File: config.mk
export PLATFORM = sky130hd
export DESIGN_NAME = ksa_schedule_ctrl
export DESIGN_NICKNAME = d
export VERILOG_FILES = /design/src/rtl/ksa_schedule_ctrl.sv
export SDC_FILE = /design/constraint.sdc
export NUM_CORES = 1
export LEC_CHECK = 0
export CELL_PAD_IN_SITES_DETAIL_PLACEMENT = 1
export CELL_PAD_IN_SITES_GLOBAL_PLACEMENT = 1
export CORE_MARGIN = 10
export CORE_UTILIZATION = 37
export CTS_CLUSTER_DIAMETER = 80
export DETAILED_ROUTE_END_ITERATION = 10
export GPL_ROUTABILITY_DRIVEN = 0
export PLACE_DENSITY_LB_ADDON = 0.1
export SKIP_LAST_GASP = 1
export SLEW_MARGIN = 20
export SYNTH_ARGS = -nofsm -noshare
export SYNTH_HDL_FRONTEND = slang
export SYNTH_SLANG_ARGS = --single-unit
File: constraint.sdc
create_clock -name clk -period 3 [get_ports clk]
set_input_delay 0.6 -clock clk [delete_from_list [all_inputs] [get_ports clk]]
set_output_delay 0.6 -clock clk [all_outputs]
set_load 0.03 [all_outputs]
File: src/rtl/ksa_schedule_ctrl.sv
// RC4 key-scheduling controller: walks i=0..255 over a 256x8 S-RAM with a
// registered-address read port, accumulating j and swapping S[i]/S[j] per step.
module ksa_schedule_ctrl (
  input  logic        clk,
  input  logic        reset,
  input  logic        start,
  input  logic [23:0] secret_key,
  input  logic [7:0]  s_q,
  output logic [7:0]  s_address,
  output logic [7:0]  s_data,
  output logic        s_wren,
  output logic        busy,
  output logic        done
);

  localparam int unsigned AW = 8;
  localparam int unsigned DW = 8;
  localparam int unsigned KIW = 2;

  typedef enum logic [3:0] {
    IDLE, RD_I, WAIT_I, LATCH_I, RD_J, WAIT_J, LATCH_J, WR_I, WR_J, NEXT, DONE
  } state_t;

  state_t         state, state_d;
  logic [AW-1:0]  i, i_d, j, j_d;
  logic [DW-1:0]  si, si_d, sj, sj_d;
  logic [KIW-1:0] kidx, kidx_d;
  logic [DW-1:0]  kbyte;
  logic [AW-1:0]  address_d;
  logic [DW-1:0]  data_d;
  logic           wren_d, busy_d, done_d;

  // Key byte selected by the mod-3 key index
  always_comb begin
    kbyte = secret_key[7:0];
    case (kidx)
      2'd0:    kbyte = secret_key[23:16];
      2'd1:    kbyte = secret_key[15:8];
      default: kbyte = secret_key[7:0];
    endcase
  end

  // Next-state and datapath updates
  always_comb begin
    state_d = state;
    i_d     = i;
    j_d     = j;
    si_d    = si;
    sj_d    = sj;
    kidx_d  = kidx;
    case (state)
      IDLE: begin
        if (start) begin
          i_d     = '0;
          j_d     = '0;
          kidx_d  = '0;
          state_d = RD_I;
        end
      end
      RD_I:    state_d = WAIT_I;
      WAIT_I: begin
        si_d    = s_q;
        state_d = LATCH_I;
      end
      LATCH_I: begin
        j_d     = AW'(j + si + kbyte);
        state_d = RD_J;
      end
      RD_J:    state_d = WAIT_J;
      WAIT_J: begin
        sj_d    = s_q;
        state_d = LATCH_J;
      end
      LATCH_J: state_d = WR_I;
      WR_I:    state_d = WR_J;
      WR_J:    state_d = NEXT;
      NEXT: begin
        kidx_d = (kidx == KIW'(2)) ? '0 : KIW'(kidx + KIW'(1));
        if (i == AW'(255)) begin
          state_d = DONE;
        end else begin
          i_d     = AW'(i + AW'(1));
          state_d = RD_I;
        end
      end
      DONE:    if (!start) state_d = IDLE;
      default: state_d = IDLE;
    endcase
  end

  // Output values for the upcoming state, so every output is a flop
  always_comb begin
    address_d = '0;
    data_d    = '0;
    wren_d    = 1'b0;
    busy_d    = 1'b1;
    done_d    = 1'b0;
    case (state_d)
      IDLE:                      busy_d = 1'b0;
      DONE: begin
        busy_d = 1'b0;
        done_d = 1'b1;
      end
      RD_I, WAIT_I, LATCH_I, NEXT: address_d = i_d;
      RD_J, WAIT_J, LATCH_J:       address_d = j_d;
      WR_I: begin
        address_d = i_d;
        data_d    = sj_d;
        wren_d    = 1'b1;
      end
      WR_J: begin
        address_d = j_d;
        data_d    = si_d;
        wren_d    = 1'b1;
      end
      default: busy_d = 1'b0;
    endcase
  end

  always_ff @(posedge clk or posedge reset) begin
    if (reset) begin
      state     <= IDLE;
      i         <= '0;
      j         <= '0;
      si        <= '0;
      sj        <= '0;
      kidx      <= '0;
      s_address <= '0;
      s_data    <= '0;
      s_wren    <= 1'b0;
      busy      <= 1'b0;
      done      <= 1'b0;
    end else begin
      state     <= state_d;
      i         <= i_d;
      j         <= j_d;
      si        <= si_d;
      sj        <= sj_d;
      kidx      <= kidx_d;
      s_address <= address_d;
      s_data    <= data_d;
      s_wren    <= wren_d;
      busy      <= busy_d;
      done      <= done_d;
    end
  end

endmodule
==> results.sh, run 1 <==
export IMPL_drt_iter0_drc=51
export IMPL_start_kind="input port"
export IMPL_area_growth_syn_to_layout_pct=32.7
export IMPL_synth_top_area_share_pct=46.6
export IMPL_register_area_um2=1430
export IMPL_drv_slew=0
export IMPL_antenna_found_initial=0
export IMPL_fp_dieW_um=111
export IMPL_grt_max_degree=31
export IMPL_cts_tree="built"
export IMPL_crit_type="input port to register"
export IMPL_fp_dieH_um=111
export IMPL_period_share_pct=96.4
export IMPL_setup_viol_count_final=0
export IMPL_r2r_cells=12
export IMPL_hold_ws_ns=0.511
export IMPL_dp_slack_ns=-0.306
export IMPL_status="completed"
export IMPL_max_slew_margin_pct=49.9
export IMPL_drt_wirelength_per_cell_um=18.2
export IMPL_design_power_total_w=0.00500
export IMPL_cts_root_buf="clkbuf_8"
export IMPL_final_common_cell="dfrtp_1"
export IMPL_synth_seq_cells=57
export IMPL_ys_seq_area_share_pct=46.6
export IMPL_grt_total_usage_pct=13.9
export IMPL_synth_area_leaders="dfrtp_1, mux2i_1, mux2_2, fa_1, o21ai_0"
export IMPL_drt_wl_total_um=8390
export IMPL_p_leak_nw=1.75
export IMPL_powerDensity_nw_per_um2=1230
export IMPL_h_tree_depth=3
export IMPL_synth_edf_count=0
export IMPL_cp_max_fo=2
export IMPL_layout_common_cells="dfrtp_1, clkdlybuf4s50_1, nor2_1"
export IMPL_start_util_pct=37.6
export IMPL_fmax_ghz=0.346
export IMPL_drive_gt1_share_pct=16.9
export IMPL_overflow=0
export IMPL_vias=2430
export IMPL_endpoint_kind="register"
export IMPL_numCtsBuffers=9
export IMPL_worst_clock_skew_ns=0.00929
export IMPL_critPathRequiredTime_ns=3.22
export IMPL_syn_area_um2=3060
export IMPL_rsz0062_at_grt="false"
export IMPL_hp_class="register to register"
export IMPL_period_minus_slack_ns=2.89
export IMPL_cts_clk_slew_worst_paths_ns=0.07
export IMPL_multi_input_area_um2=1540
export IMPL_die_area_um2=12300
export IMPL_drv_cap=0
export IMPL_via_per_inst=5.27
export IMPL_clock_tree_buffer_depth=2
export IMPL_core_um2=8130
export IMPL_antenna_cells=0
export IMPL_antenna_left=0
export IMPL_cts_sinks=57
export IMPL_grt_pass1_vias=2626
export IMPL_io_pins=54
export IMPL_finish_net_count=401
export IMPL_synth_avg_cell_area_um2=10.9
export IMPL_vdd_drop_max_v=0.000478
export IMPL_dominantRegCellSynth="dfrtp_1"
export IMPL_yosys_warnings=0
export IMPL_tightest_slew_ns=0.746
export IMPL_synth_cell_types=55
export IMPL_clk_latency_ns=0.34
export IMPL_fp_row_count=33
export IMPL_dr_pass1_iters=4
export IMPL_syn_nets=331
export IMPL_synth_cells=281
export IMPL_grt_pass1_wl_um=13900
export IMPL_async_flop_share_pct=100
export IMPL_r2r_slack_ns=0.24
export IMPL_ctsHoldBuffers=0
export IMPL_yosysTopAreaCell="dfrtp_1"
export IMPL_worstPathArrival_ns=3.12
export IMPL_hold_viol=0
export IMPL_timing_final_ws_setup_ns=0.108
export IMPL_drc=0
export IMPL_worstHoldPathCells=1
export IMPL_post_dp_hpwl_um=6480
export IMPL_port_buffers=53
export IMPL_fillCellCount=870
==> cell type report <==
cell class	count	area share, %
Clock buffer	11	3.48
Clock inverter	5	2.53
Inverter	13	1.20
Multi-Input combinational cell	200	37.9
Sequential cell	57	35.2
Tap cell	105	3.23
Timing Repair Buffer	70	16.5
==> power by group <==
group	internal (W)	total (W)	switching [W]
sequential	0.00106	0.00136	0.000298
clock	0.000574	0.000911	0.000337
combinational	0.00134	0.00273	0.00139
total	0.00297	0.00500	0.00203
==> registers in the layout, summed over array words and instances, names as in the netlist <==
name,cells
busy,1
j,8
state,4
sj,8
s_wren,1
s_data,8
si,8
done,1
s_address,8
kidx,2
i,8
==> final timing paths <==
path	from	end
min in group asynchronous	reset	state[3]
max in group asynchronous	reset	kidx[0]
min	sj[6]	sj[6]
max	secret_key[9]	s_address[5]
max reg2reg	kidx[0]	s_address[5]
min reg2reg	sj[6]	sj[6]
==> repair_timing <==
item                                    in CTS  in global routing
resized for setup                            1                  3
setup buffers                                0                  3
endpoints found under the setup margin       2                  3
==> per-layer routing <==
layer | share of wire, % | GRT usage, % | wire length [µm]
met4 | 1.2 | 5.03 | 99
met5 | 0 | 0 | 0
met1 | 46 | 17.4 | 3850
met2 | 49 | 22.2 | 4100
met3 | 4.0 | 4.00 | 334
==> synthesized netlist by cell type, types with 3 or more instances <==
library cell and count:
o211ai_1 3, dfrtp_1 57, nor2_1 23, ha_1 7
nand2_1 22, xnor2_1 4, nand3_1 8, nor3_1 3
fa_1 8, a22o_1 10, nand2b_1 6, o31ai_1 3
clkbuf_1 5, o21ai_0 18, a21oi_1 9, nand4_1 3
nor2b_1 4, mux2_2 15, mux2i_1 17, inv_1 13
a21o_1 3
==> critical path, cell delays in order <==
cell and delay (ns):
clkdlybuf4s50_1 0.39, mux2i_1 0.12, o21ai_0 0.12, fa_1 0.52
ha_1 0.17, inv_1 0.06, fa_1 0.40, nor2b_2 0.16
o31ai_2 0.09, a32o_1 0.28, a22o_1 0.20
==> stage by stage <==
stage	setup TNS (ns)	cell area, µm²	cells	utilization (%)
2_1_floorplan	0	3060	281	-
3_3_place_gp	-0.979	3780	442	46.5
3_5_place_dp	-1.63	3780	442	46.5
4_1_cts	0	4030	458	49.5
5_1_grt	0	4060	461	49.9
6_report	0	4060	461	49.9
==> cell families after synthesis <==
kind of cell	after synthesis	synth area share, %
AND/OR/NAND/NOR	82	13.9
AO/OA/AOI/OAI	64	14.4
flip-flops	57	46.6
multiplexers	33	11.8
buffers and inverters	24	3.51
adder cells (fa/ha/maj)	15	8.09
XOR/XNOR	6	1.72
Power figures use the tool's default switching activity.
==> inputs of run 2 (changes only) <==
--- a/config.mk
+++ b/config.mk
@@ -5,6 +5,7 @@
 export SDC_FILE = /design/constraint.sdc
 export NUM_CORES = 1
 export LEC_CHECK = 0
+export CAP_MARGIN = 20
 export CELL_PAD_IN_SITES_DETAIL_PLACEMENT = 1
 export CELL_PAD_IN_SITES_GLOBAL_PLACEMENT = 1
 export CORE_MARGIN = 10
==> results of run 2 <==
Final layout, timing and power as in run 1 (identical DEF).
==> inputs of run 3 (changes only) <==
--- a/config.mk
+++ b/config.mk
@@ -9,10 +9,9 @@
 export CELL_PAD_IN_SITES_DETAIL_PLACEMENT = 1
 export CELL_PAD_IN_SITES_GLOBAL_PLACEMENT = 1
 export CORE_MARGIN = 10
-export CORE_UTILIZATION = 37
+export CORE_UTILIZATION = 41
 export CTS_CLUSTER_DIAMETER = 80
 export DETAILED_ROUTE_END_ITERATION = 10
-export GPL_ROUTABILITY_DRIVEN = 0
 export PLACE_DENSITY_LB_ADDON = 0.1
 export SKIP_LAST_GASP = 1
 export SLEW_MARGIN = 20
==> constraint.sdc (replaced) <==
create_clock -name clk -period 2.92 [get_ports clk]
set_input_delay 0.584 -clock clk [delete_from_list [all_inputs] [get_ports clk]]
set_output_delay 0.584 -clock clk [all_outputs]
set_load 0.03 [all_outputs]
==> run 3 against run 2 <==
Compared with the run above:
- first-iteration DRC count up 3.9%
- sequential share of layout area is 0.065 points higher
- cell area shrank 0.18%
- total power is 4.0% higher
- non-clock buffer count is 2 lower
- sequential cell count stayed put
- sequential power hardly changed
- core utilization increased by 6.0 points
- combinational power up 7.3%
- global-route usage increased by 1.4 points
- worst hold slack got worse by 0.0011 ns
- clock-buffer cell count is 2 lower
- critical endpoint unchanged
- largest cell class unchanged
- largest power group unchanged
==> results.sh, run 3 (synthesis results as in run 1) <==
export IMPL_clk_latency_ns=0.34
export IMPL_critPathMaxStageDelay_ns=0.51
export IMPL_area_growth_syn_to_layout_pct=32.4
export IMPL_vias=2387
export IMPL_period_share_pct=99.1
export IMPL_r2r_cells=10
export IMPL_register_area_um2=1430
export IMPL_cts_root_buf="clkbuf_8"
export IMPL_cp_max_fo=3
export IMPL_drc=0
export IMPL_h_tree_depth=3
export IMPL_min_to="sj[6]"
export IMPL_max_slew_margin_pct=53.4
export IMPL_drt_iter0_drc=53
export IMPL_antenna_left=0
export IMPL_dpl_cell_count=437
export IMPL_cts_clk_slew_worst_paths_ns=0.07
export IMPL_fp_dieH_um=106
export IMPL_post_dp_hpwl_um=6440
export IMPL_final_common_cell="dfrtp_1"
export IMPL_drive_gt1_share_pct=17.5
export IMPL_overflow=0
export IMPL_grt_pass1_wl_um=13700
export IMPL_clock_tree_buffer_depth=2
export IMPL_worstHoldPathCells=1
export IMPL_multi_input_area_um2=1560
export IMPL_setup_viol_count_final=0
export IMPL_antenna_found_initial=0
export IMPL_crit_type="input port to register"
export IMPL_worst_clock_skew_ns=0.00686
export IMPL_vdd_drop_max_v=0.000786
export IMPL_post_cts_buffers=0
export IMPL_numCtsBuffers=9
export IMPL_post_dp_cell_area_um2=3780
export IMPL_grt_total_usage_pct=15.3
export IMPL_p_leak_nw=1.74
export IMPL_design_power_total_w=0.00520
export IMPL_powerDensity_nw_per_um2=1280
export IMPL_drt_wl_total_um=8550
export IMPL_dr_pass1_iters=4
export IMPL_fmax_ghz=0.346
export IMPL_drv_cap=0
export IMPL_place_gp_congestion=0.795
export IMPL_r2r_start="kidx[0]"
export IMPL_drv_slew=0
export IMPL_fillCellCount=805
export IMPL_start_util_pct=42.2
export IMPL_timing_final_ws_setup_ns=0.0277
export IMPL_r2r_slack_ns=0.11
export IMPL_grt_pass1_vias=2551
export IMPL_status="completed"
export IMPL_period_minus_slack_ns=2.89
export IMPL_drt_wirelength_per_cell_um=18.9
export IMPL_instances_no_fill=453
export IMPL_rsz0062_at_grt="true"
export IMPL_io_pins=54
export IMPL_worstPathArrival_ns=3.12
export IMPL_cts_tree="built"
export IMPL_die_area_um2=11300
export IMPL_layout_common_cells="dfrtp_1, clkdlybuf4s50_1, nor2_1"
export IMPL_cp_startpoint="secret_key[9]"
export IMPL_final_area_um2=4050
export IMPL_crit_slowest_cell="fa_1"
export IMPL_fp_row_count=31
export IMPL_hold_viol=0
export IMPL_antenna_cells=0
export IMPL_fp_dieW_um=106
export IMPL_worstHoldStart="sj[6]"
export IMPL_dp_slack_ns=-0.381
export IMPL_tightest_slew_ns=0.694
export IMPL_endpoint_kind="register"
export IMPL_via_per_inst=5.27
export IMPL_critPathRequiredTime_ns=3.15
export IMPL_core_um2=7250
export IMPL_finish_net_count=399
export IMPL_port_buffers=53
export IMPL_rr_endpoint="s_address[5]"
export IMPL_crit_chain="clkdlybuf4s50_1 -> mux2i_1 -> o21ai_0 -> fa_1 -> ha_2 -> inv_1 -> fa_2 -> nor2b_4 -> o31ai_2 -> a32o_1 -> a22o_1"
export IMPL_cts_sinks=57
export IMPL_grt_max_degree=58
export IMPL_start_kind="input port"
export IMPL_hp_class="register to register"
run 3: worst max-delay path, delay by kind of cell:
family          cells  cell delay, ns
fa+ha+maj           3            1.10
simple gates        1            0.14
buf+inv             2            0.46
mux                 1            0.14
compound gates      4            0.70
run 3: metrics by stage:
stage | utilization, % | hold slack, ns | setup TNS, ns
2_1_floorplan | - | 0.480 | 0
3_3_place_gp | 52.1 | 0.488 | -1.92
3_5_place_dp | 52.1 | 0.499 | -2.35
4_1_cts | 55.6 | 0.515 | 0
5_1_grt | 55.9 | 0.540 | -0.356
6_report | 55.9 | 0.510 | 0
run 3: worst max path at each step:
stage,slack (ns),end
final,0.03,s_address[5]
after global placement,-0.30,s_address[5]
after global routing,-0.11,s_address[7]
after CTS,0.0008,s_address[5]
after detailed placement,-0.38,s_address[5]
after floorplan,0.15,s_address[5]
run 3: area by class of cell:
class | instances | share of cell area, %
Multi-Input combinational cell | 200 | 38.4
Timing Repair Buffer | 68 | 16.2
Clock inverter | 7 | 2.93
Tap cell | 99 | 3.06
Sequential cell | 57 | 35.2
Clock buffer | 9 | 3.06
Inverter | 13 | 1.20
run 3: metal layers:
layer,global-route usage [%],vias up,wire (µm)
met1,19.3,1188,3900
met5,0,-,0
met2,24.8,46,4150
met4,4.35,0,87
met3,4.65,9,414
li1,-,1144,-
run 3: repair_timing:
action                                  in CTS  in global routing
pin swaps                                    0                  2
endpoints found under the setup margin       3                  8
resized for setup                            4                  4
hold buffers                                 0                  0
run 3: report_power, final:
part / leakage (nW) / internal, W / total [W] / switching [W]
Sequential: 0.734 / 0.00109 / 0.00135 / 0.000266
Clock: 0.115 / 0.000566 / 0.000907 / 0.000341
Combinational: 0.890 / 0.00139 / 0.00293 / 0.00154
